===== src/rtl/oai211_arc_sweep_pkg.sv =====
// Shared types and the arc table for the OAI211 arc-sweep controller.
// Drive vectors are packed as {A, B, C1, C2}.
package oai211_sweep_pkg;

  typedef enum logic [2:0] {
    ST_IDLE,
    ST_SETTLE,
    ST_LAUNCH,
    ST_WAIT,
    ST_REPORT
  } state_t;

  typedef enum logic [1:0] {
    SW_A,
    SW_B,
    SW_C1,
    SW_C2
  } sw_sel_t;

  // sides holds the fixed inputs; the switching input's bit is don't-care (0)
  typedef struct packed {
    sw_sel_t    sel;
    logic [3:0] sides;
  } arc_entry_t;

  localparam int unsigned NUM_ARCS  = 8;
  localparam int unsigned NUM_MEAS  = 2 * NUM_ARCS;
  localparam int unsigned RES_CNT_W = 8;

  localparam arc_entry_t ARC_TABLE [NUM_ARCS] = '{
    '{sel: SW_A,  sides: 4'b0101},
    '{sel: SW_A,  sides: 4'b0110},
    '{sel: SW_A,  sides: 4'b0111},
    '{sel: SW_B,  sides: 4'b1001},
    '{sel: SW_B,  sides: 4'b1010},
    '{sel: SW_B,  sides: 4'b1011},
    '{sel: SW_C1, sides: 4'b1100},
    '{sel: SW_C2, sides: 4'b1100}
  };

  // 'edge' is reserved, so the edge direction field is named rising
  typedef struct packed {
    logic [2:0]           arc;
    logic                 rising;
    logic [RES_CNT_W-1:0] cnt;
    logic                 to;
    logic                 bad;
  } result_t;

  function automatic logic [1:0] sw_pos(input sw_sel_t sel);
    logic [1:0] pos;
    case (sel)
      SW_A:    pos = 2'd3;
      SW_B:    pos = 2'd2;
      SW_C1:   pos = 2'd1;
      default: pos = 2'd0;
    endcase
    return pos;
  endfunction

  // Pre-launch vector: switching input low before a rise, high before a fall
  function automatic logic [3:0] pre_vector(input logic [2:0] arc, input logic rise);
    logic [3:0] v;
    v = ARC_TABLE[arc].sides;
    v[sw_pos(ARC_TABLE[arc].sel)] = ~rise;
    return v;
  endfunction

endpackage


===== src/rtl/oai211_arc_sweep_zn_sync.sv =====
// Two-flop synchronizer for the asynchronous CUT output, with a
// configurable reset value so the idle level is seen from the first cycle.
module zn_sync #(
  parameter logic RST_VAL = 1'b1
) (
  input  logic clk,
  input  logic rst,
  input  logic d,
  output logic q
);

  logic s1;

  always_ff @(posedge clk) begin
    if (rst) begin
      s1 <= RST_VAL;
      q  <= RST_VAL;
    end else begin
      s1 <= d;
      q  <= s1;
    end
  end

endmodule


===== src/rtl/oai211_arc_sweep.sv =====
// Arc-sweep controller: walks the OAI211 CUT through 8 arcs x 2 edges,
// measuring ZN response delay in CK cycles and reporting over valid/ready.
module oai211_arc_sweep
  import oai211_sweep_pkg::*;
#(
  parameter int unsigned CNT_W   = RES_CNT_W,  // keep equal to RES_CNT_W
  parameter int unsigned SETTLE  = 4,
  parameter int unsigned TIMEOUT = 200
) (
  input  logic             CK,
  input  logic             RST,
  input  logic             START,
  input  logic             ZN_IN,
  output logic             A,
  output logic             B,
  output logic             C1,
  output logic             C2,
  output logic             BUSY,
  output logic             DONE,
  output logic             RES_VALID,
  input  logic             RES_READY,
  output logic [2:0]       RES_ARC,
  output logic             RES_EDGE,
  output logic [CNT_W-1:0] RES_CNT,
  output logic             RES_TO,
  output logic             RES_BAD
);

  localparam int unsigned SET_W = $clog2(SETTLE) + 1;

  state_t           state;
  logic [3:0]       drv;
  logic [3:0]       meas;
  logic [SET_W-1:0] settle_cnt;
  logic [CNT_W-1:0] wcnt;
  result_t          res;
  logic             res_valid;
  logic             busy;
  logic             done;
  logic             zn_s;

  logic [3:0] meas_nxt;
  logic [2:0] arc_cur;
  logic       rise_cur;
  logic [1:0] sw_cur;

  zn_sync #(.RST_VAL(1'b1)) u_zn_sync (
    .clk (CK),
    .rst (RST),
    .d   (ZN_IN),
    .q   (zn_s)
  );

  // Even measurement index = rising edge, odd = falling edge of the same arc
  assign meas_nxt = meas + 4'd1;
  assign arc_cur  = meas[3:1];
  assign rise_cur = ~meas[0];
  assign sw_cur   = sw_pos(ARC_TABLE[arc_cur].sel);

  always_ff @(posedge CK) begin
    if (RST) begin
      state      <= ST_IDLE;
      drv        <= '0;
      meas       <= '0;
      settle_cnt <= '0;
      wcnt       <= '0;
      res        <= '0;
      res_valid  <= 1'b0;
      busy       <= 1'b0;
      done       <= 1'b0;
    end else begin
      done <= 1'b0;
      unique case (state)
        ST_IDLE: begin
          drv <= '0;
          if (START) begin
            state      <= ST_SETTLE;
            busy       <= 1'b1;
            meas       <= '0;
            settle_cnt <= '0;
            drv        <= pre_vector(3'd0, 1'b1);
          end
        end

        ST_SETTLE: begin
          if (settle_cnt == SET_W'(SETTLE - 1)) begin
            // ZN must already sit at 1 before a rise and at 0 before a fall
            if (zn_s != rise_cur) begin
              res.arc    <= arc_cur;
              res.rising <= rise_cur;
              res.cnt    <= '0;
              res.to     <= 1'b0;
              res.bad    <= 1'b1;
              res_valid  <= 1'b1;
              state      <= ST_REPORT;
            end else begin
              state <= ST_LAUNCH;
            end
          end else begin
            settle_cnt <= settle_cnt + SET_W'(1);
          end
        end

        ST_LAUNCH: begin
          drv[sw_cur] <= ~drv[sw_cur];
          wcnt        <= '0;
          state       <= ST_WAIT;
        end

        ST_WAIT: begin
          if (zn_s == ~rise_cur) begin
            res.arc    <= arc_cur;
            res.rising <= rise_cur;
            res.cnt    <= RES_CNT_W'(wcnt);
            res.to     <= 1'b0;
            res.bad    <= 1'b0;
            res_valid  <= 1'b1;
            state      <= ST_REPORT;
          end else if (wcnt == CNT_W'(TIMEOUT)) begin
            res.arc    <= arc_cur;
            res.rising <= rise_cur;
            res.cnt    <= RES_CNT_W'(TIMEOUT);
            res.to     <= 1'b1;
            res.bad    <= 1'b0;
            res_valid  <= 1'b1;
            state      <= ST_REPORT;
          end else begin
            wcnt <= wcnt + CNT_W'(1);
          end
        end

        ST_REPORT: begin
          if (res_valid && RES_READY) begin
            res_valid <= 1'b0;
            if (meas == 4'(NUM_MEAS - 1)) begin
              state <= ST_IDLE;
              busy  <= 1'b0;
              done  <= 1'b1;
              drv   <= '0;
            end else begin
              meas       <= meas_nxt;
              settle_cnt <= '0;
              drv        <= pre_vector(meas_nxt[3:1], ~meas_nxt[0]);
              state      <= ST_SETTLE;
            end
          end
        end

        default: state <= ST_IDLE;
      endcase
    end
  end

  assign A         = drv[3];
  assign B         = drv[2];
  assign C1        = drv[1];
  assign C2        = drv[0];
  assign BUSY      = busy;
  assign DONE      = done;
  assign RES_VALID = res_valid;
  assign RES_ARC   = res.arc;
  assign RES_EDGE  = res.rising;
  assign RES_CNT   = CNT_W'(res.cnt);
  assign RES_TO    = res.to;
  assign RES_BAD   = res.bad;

endmodule


===== config.mk =====
export PLATFORM = sky130hd
export DESIGN_NAME = oai211_arc_sweep
export DESIGN_NICKNAME = d
export VERILOG_FILES = /design/src/rtl/oai211_arc_sweep_pkg.sv /design/src/rtl/oai211_arc_sweep_zn_sync.sv /design/src/rtl/oai211_arc_sweep.sv
export SDC_FILE = /design/constraint.sdc
export NUM_CORES = 1
export LEC_CHECK = 0
export BUFFER_PORTS_ARGS = -buffer_cell sky130_fd_sc_hd__buf_2
export CORE_MARGIN = 4
export CORE_UTILIZATION = 40
export CTS_CLUSTER_SIZE = 30
export DETAILED_ROUTE_END_ITERATION = 10
export GPL_TIMING_DRIVEN = 0
export PLACE_DENSITY_LB_ADDON = 0.3
export SKIP_CTS_REPAIR_TIMING = 1
export SYNTH_ARGS = -nofsm -noshare
export SYNTH_HDL_FRONTEND = slang
export SYNTH_HIERARCHICAL = 1
export SYNTH_SLANG_ARGS = --single-unit

===== constraint.sdc =====
create_clock -name CK -period 2.04 [get_ports CK]
set_input_delay 0.408 -clock CK [delete_from_list [all_inputs] [get_ports CK]]
set_output_delay 0.408 -clock CK [all_outputs]
set_load 0.03 [all_outputs]

# Word-level counts from Yosys, hierarchy flattened
# Memories as Yosys holds them, arrays and structs flattened.
# Index checks and enable logic that the tools add are counted.
# classes
add_sub_neg	3
order_cmp	6
n_eq_ne	23
muxes	58
bitwise_logic	6
reduce_logical	21
# op_table
cell	n
14-bit two-way mux	4
3-bit two-way mux	11
14-bit case mux with 2 select lines	1
6-bit two-way mux	4
4-bit two-way mux	5
2-bit inequality test, second input constant	9
8-bit two-way mux	2
8-bit case mux with 2 select lines	1
4-bit AND reduction	4
3-bit case mux with 5 select lines	1
1-bit two-way mux	13
2-bit case mux with 3 select lines	2
4-bit case mux with 3 select lines	1
5-bit AND reduction	2
3-bit by 2-bit == test with 1-bit output, second input constant	3
3-bit case mux with 3 select lines	1
3-bit nonzero test	3
8-bit by 1-bit adder with 8-bit output, second input constant	1
4-bit bitwise mux	2
8-bit == test, second input constant	1
4-bit greater-or-equal comparator, second input constant	2
2-bit two-way mux	4
3-bit inverter with 4-bit output	2
4-bit case mux with 2 select lines	1
24 further kinds	37
# totals
register_bits	41
romBits	96
out_inout_bits	21
wordCells	134
n_memories	2
# memory_table
memory	words	width	rd	rd_ports_with_merged_regs	wr	line	rtl
(no name shown)	8	6	1	0	0	oai211_arc_sweep_pkg.sv:65	v[sw_pos(ARC_TABLE[arc].sel)] = ~rise;
(no name shown)	8	6	1	0	0	oai211_arc_sweep.sv:58	assign sw_cur = sw_pos(ARC_TABLE[arc_cur].sel);

# Depth between registers and ports, before layout
# logic_depth
depth_word	19
mapped_depth	9
mapped_depth_nobuf	9

# Hierarchy
# Netlist, hierarchy kept.
# by_module_without_submodules
module	n_inst	cells_per_inst	area_each_um2	seq_area_each_um2
oai211_arc_sweep	1	263	2198.4	780.7
zn_sync	1	4	52.6	40.0

# Worst setup path after synthesis
# OpenSTA, ideal clock, no wires.
# synth_path
path_type	register to register
from	reg meas[0]
to	reg drv[1]
setup_time_ns	0.132
arrival_time_ns	1.750
t_required_ns	1.908
setup_slack_ns	0.158
stages_incl_launch_ff	10
n_path_buf	0
cell_sequence	dfxtp_1 ha_1 xor2_1 inv_1 ha_1 a31oi_1 a211oi_1 nor2_1 o2111ai_1 a21oi_1
# synth_between
elab_chain_len	19
word_cells_on_any_way	23
cone_classes	add/sub: 1; order compare: 2; eq/ne: 3; mux: 13; bitwise: 1; reduce/logical: 2; memory: 1
# synth_lines
element	line	rtl
start: declaration	oai211_arc_sweep.sv:33	logic [3:0] meas;
start signal: assignment	oai211_arc_sweep.sv:141	meas <= meas_nxt;
4-bit by 1-bit adder with 4-bit output	oai211_arc_sweep.sv:55	assign meas_nxt = meas + 4'd1;
3-bit inverter with 4-bit output (implied by the code)	oai211_arc_sweep_pkg.sv:64, oai211_arc_sweep_pkg.sv:65	
memory read 8 x 6 bit	--	
6-bit two-way mux (implied by the code) (2 in series)	oai211_arc_sweep_pkg.sv:65	
2-bit == test, or another cell as far along	oai211_arc_sweep_pkg.sv:52	case (sel)
2-bit case mux with 3 select lines	oai211_arc_sweep_pkg.sv:52	
2-bit two-way mux	oai211_arc_sweep.sv:135	if (meas == 4'(NUM_MEAS - 1)) begin
2-bit two-way mux	oai211_arc_sweep.sv:133	if (res_valid && RES_READY) begin
[... 2 more ...]	--	
2-bit by 3-bit less-than comparator with 1-bit output (implied by the code) or 2-bit by 1-bit greater-or-equal comparator with 1-bit output (tied branches)	oai211_arc_sweep_pkg.sv:65	
1-bit logical AND (implied by the code)	oai211_arc_sweep_pkg.sv:65	
1-bit two-way mux (implied by the code)	oai211_arc_sweep_pkg.sv:65	
1-bit demux with 2-bit select	oai211_arc_sweep_pkg.sv:65	
4-bit bitwise mux	oai211_arc_sweep_pkg.sv:65	
4-bit two-way mux (*)	oai211_arc_sweep.sv:135	
4-bit two-way mux (*)	oai211_arc_sweep.sv:133	
4-bit case mux with 3 select lines (*)	oai211_arc_sweep.sv:73	unique case (state)
end signal: assignment	oai211_arc_sweep.sv:81	drv <= pre_vector(3'd0, 1'b1);
end signal: indexed assignment	oai211_arc_sweep.sv:105	drv[sw_cur] <= ~drv[sw_cur];
end signal: assignment	oai211_arc_sweep.sv:143	drv <= pre_vector(meas_nxt[3:1], ~meas_nxt[0]);
end: declaration	oai211_arc_sweep.sv:32	logic [3:0] drv;
# Every way passes the cells marked *; elsewhere a longest branch is shown, timed or not. The select of a mux whose other input is x is not followed.
# A chain may end at the register's enable or synchronous reset.

# Worst setup path in the final report
# Same ends and word-level chain as after synthesis.

==> Flow_metrics.wiki <==
{| class="wikitable"
! Metric !! Value
|-
| Leakage || 1.03 nW
|-
| Count of warnings emitted by yosys || 6
|-
| Remaining global-route overflow || 0
|-
| Net count after synthesis || 280
|-
| R2r startpoint || meas[0]
|-
| Largest net degree at the start of global routing || 15
|-
| Min-Delay Path Depth || 2
|-
| Crit. Startpoint || meas[0]
|-
| Number of antenna cells inserted || 0
|-
| Sort of element at the end of the critical path || flip-flop
|-
| Core area || 5470 µm²
|-
| Input/output buffers || 25
|-
| Initial drt markers || 123
|-
| PD cells || 689 nW/µm²
|-
| Worst EP required || 2270 ps
|-
| Die ar. || 6890 µm²
|-
| Buffer levels on the longest clock path || 2
|-
| Crit start category || flip-flop
|-
| #FFs+latches synth || 41
|-
| Pin slew with the least headroom to its limit || 679 ps
|-
| Share of the yosys chip area belonging to registers || 36.5%
|-
| Per-cell via count in the routed design || 5.43
|-
| Result of the run || completed
|-
| Worst Hold Slack || 278 ps
|-
| Die width || 83.0 µm
|-
| Setup total negative slack || 0 ps
|-
| Final critical delay including setup and external delays || 1860 ps
|-
| # H-tree levels || 2
|-
| DR WL/cell || 14.2 µm
|-
| Type of the most critical hold path || in -> reg
|-
| Synth Instances || 267
|-
| Starting Density || 41.1%
|-
| Number of hold violations in the final report || 0
|-
| Area overhead of the layout relative to synthesis || 15.5%
|-
| Area of the multi-input gates || 1360 µm²
|-
| Final Max Slew Viols || 0
|-
| Final period util || 91.4%
|-
| Synth Area in Compound Gates || 24.2%
|-
| Critical path type || reg -> reg
|-
| Placement Setup Slack || -98.0 ps
|-
| Biggest area contributors in the synthesized netlist || dfxtp_1, a21oi_1, ha_1, nor2_1, nand2_1
|-
| Antenna violations before repair || 0
|-
| Final Wtd Congestion || 0.846
|-
| Slowest CP cell || dfxtp_4
|-
| Wire length of the first global-routing pass || 8.83 mm
|-
| Number of buffers added by the clock tree synthesis step || 5
|-
| Achievable Freq || 0.536 GHz
|-
| Overall fraction of global-route tracks in use || 15.5%
|-
| Fill cell count || 554
|-
| Number of global-route vias before repair || 1798
|-
| First-pass iteration count of the detailed router || 4
|-
| Placement-stage cell area || 2470 µm²
|-
| Share of the synthesized area in the top cell type || 36.5%
|-
| Portion of netlist area occupied by mux cells || 2.28%
|-
| Endpoints failing setup || 0
|-
| Post-synth top area cell || dfxtp_1
|-
| Cell area after synthesis || 2250 µm²
|-
| Boundary Pins || 26
|-
| Maximum net fanout on the critical path || 5
|-
| EDFF count, synth || 0
|-
| Crit-path max cell delay || 410 ps
|-
| Layout cell share with drive strength beyond 1 || 18.6%
|-
| Via count || 2026
|-
| Worst max-slew margin expressed relative to the limit || 54.4%
|-
| HPWL after DPL || 3.89 mm
|-
| Most used DFF post-synth || dfxtp_1
|-
| Sequential Area || 825 µm²
|-
| Detailed-route wire length || 5.29 mm
|-
| Count of unique library cells instantiated by Yosys || 57
|-
| Maximum vdd drop || 0.000291 V
|-
| Clock sink count || 41
|-
| Simple-gate area share of the yosys netlist || 23.7%
|-
| Reg clk slew, reported paths || 80 ps
|-
| Number of nets with antenna violations after detailed routing || 0
|-
| Fraction of the mapped netlist area in adder cells || 4.45%
|-
| Xor and xnor fraction of the mapped netlist area || 4.61%
|-
| Endpoint of the worst register-to-register path || drv[1]
|-
| Vert. Die Dim || 83.0 µm
|-
| Post-layout net count || 313
|-
| Final design instance area without fill || 2600 µm²
|-
| Max Cap Viol || 0
|-
| Post-synth ARST share || 0%
|-
| Number of placement rows || 27
|-
| Clock latency reported for the late side of the worst-skew pair || 310 ps
|-
| Layout Skew || 7.82 ps
|-
| Fin util || 47.5%
|-
| Startpoint of the worst hold path || ZN_IN
|-
| Worst hold endpoint || u_zn_sync/s1
|-
| Sequence of cells on the critical path || ha_4 > xor2_4 > inv_1 > ha_1 > a31oi_1 > a211oi_1 > nor2_1 > o2111ai_1 > a21oi_1
|-
| CTS root buffer || clkbuf_8
|-
| Largest family of logic cells by synthesized area || compound AO/OA/AOI/OAI gates
|-
| Minimum setup slack among reg-to-reg paths || 180 ps
|-
| Depth of the worst register-to-register path || 9
|-
| Clock tree from TritonCTS || done
|-
| Worst path arrival time || 2100 ps
|-
| Final Worst Setup Slack || 175 ps
|-
| Remaining DRCs || 0
|-
| Average footprint of a synthesized cell || 8.43 µm²
|}
[registers in the layout, indices dropped and copies added (netlist names)]
name / cells
settle_cnt: 3
u_zn_sync/q: 1
BUSY: 1
RES_TO: 1
drv: 4
meas: 4
RES_ARC: 3
wcnt: 8
RES_BAD: 1
RES_VALID: 1
state: 3
DONE: 1
u_zn_sync/s1: 1
RES_EDGE: 1
RES_CNT: 8
[through the flow]
step                total power, W  instances
floorplan                  0.00116        267
global placement           0.00125        364
detailed placement         0.00125        364
CTS                        0.00180        372
global route               0.00189        373
finish                     0.00179        373
[where the power goes]
part           internal [W]  switching, W  leakage, nW
combinational      0.000129      0.000256        0.654
sequential         0.000828     0.0000208        0.333
clock              0.000243      0.000313       0.0445
total               0.00120      0.000589         1.03
[cell families after synthesis]
logic type,after synthesis
AND/OR/NAND/NOR,101
flip-flops,41
multiplexers,5
AO/OA/AOI/OAI,77
buffers and inverters,24
XOR/XNOR,11
adder cells (fa/ha/maj),8
[worst max-delay path by stage]
stage                   to  slack [ps]  cells after the start
floorplan           drv[1]         160                      9
global placement    drv[1]         -50                      9
detailed placement  drv[1]        -100                      9
CTS                 drv[1]        -120                      9
global route        drv[1]          -2                      9
finish              drv[1]         180                      9
[placed cells by master (no fill, tap or decap), types with 4 or more instances in the layout]
master	netlist	routed
nand3_1	13	13
a21oi_1	27	27
and2_1	5	5
clkbuf_1	8	8
buf_2	6	31
o21ai_0	12	12
xnor2_1	8	8
mux2i_1	4	4
nand2_1	19	19
ha_1	8	7
clkbuf_8	0	5
nand2b_1	9	9
inv_1	10	10
dfxtp_1	41	40
nor2_1	26	26
a22o_1	6	6
[cells in the mapped netlist, drive strengths merged, types with 2 or more instances]
library cell  count
a21o              2
o21ai            13
nand2            19
nor2             27
nor4              2
dfxtp            41
nand4             3
nand3b            3
o32ai             3
inv              10
mux2i             4
a31oi             2
nand2b            9
and3              2
and2              5
a21oi            30
or2               4
a22o              7
nor2b             2
xnor2             8
nand4b            3
clkbuf            8
buf               6
nor3              3
o2111ai           2
or3b              2
nand3            13
ha                8
xor2              3
or3               2
a211oi            3
[metal layers]
layer | track usage [%] | wire length, µm | up-vias
met2 | 21.1 | 2190 | 52
met3 | 4.27 | 226 | 11
met4 | 6.54 | 123 | 0
met1 | 22.6 | 2750 | 935
li1 | - | - | 1028
met5 | 0 | 0 | -
[worst max-delay path: cells and delay by family, from the launching register on]
family | cells | cell delay (ps)
AND/OR/NAND/NOR | 1 | 160
flip-flops | 1 | 410
buffers and inverters | 1 | 80
AO/OA/AOI/OAI | 4 | 480
XOR/XNOR | 1 | 180
adder cells (fa/ha/maj) | 2 | 480
[final cells by class]
type / instances / share of cell area, %
buffer: 14 / 2.31
clock buffer: 5 / 2.65
clock inverter: 3 / 0.818
inverter: 10 / 1.44
multi-input combinational: 202 / 52.5
sequential: 41 / 31.7
tap: 72 / 3.47
timing repair buffer: 26 / 5.10
Power figures use the tool's default switching activity.
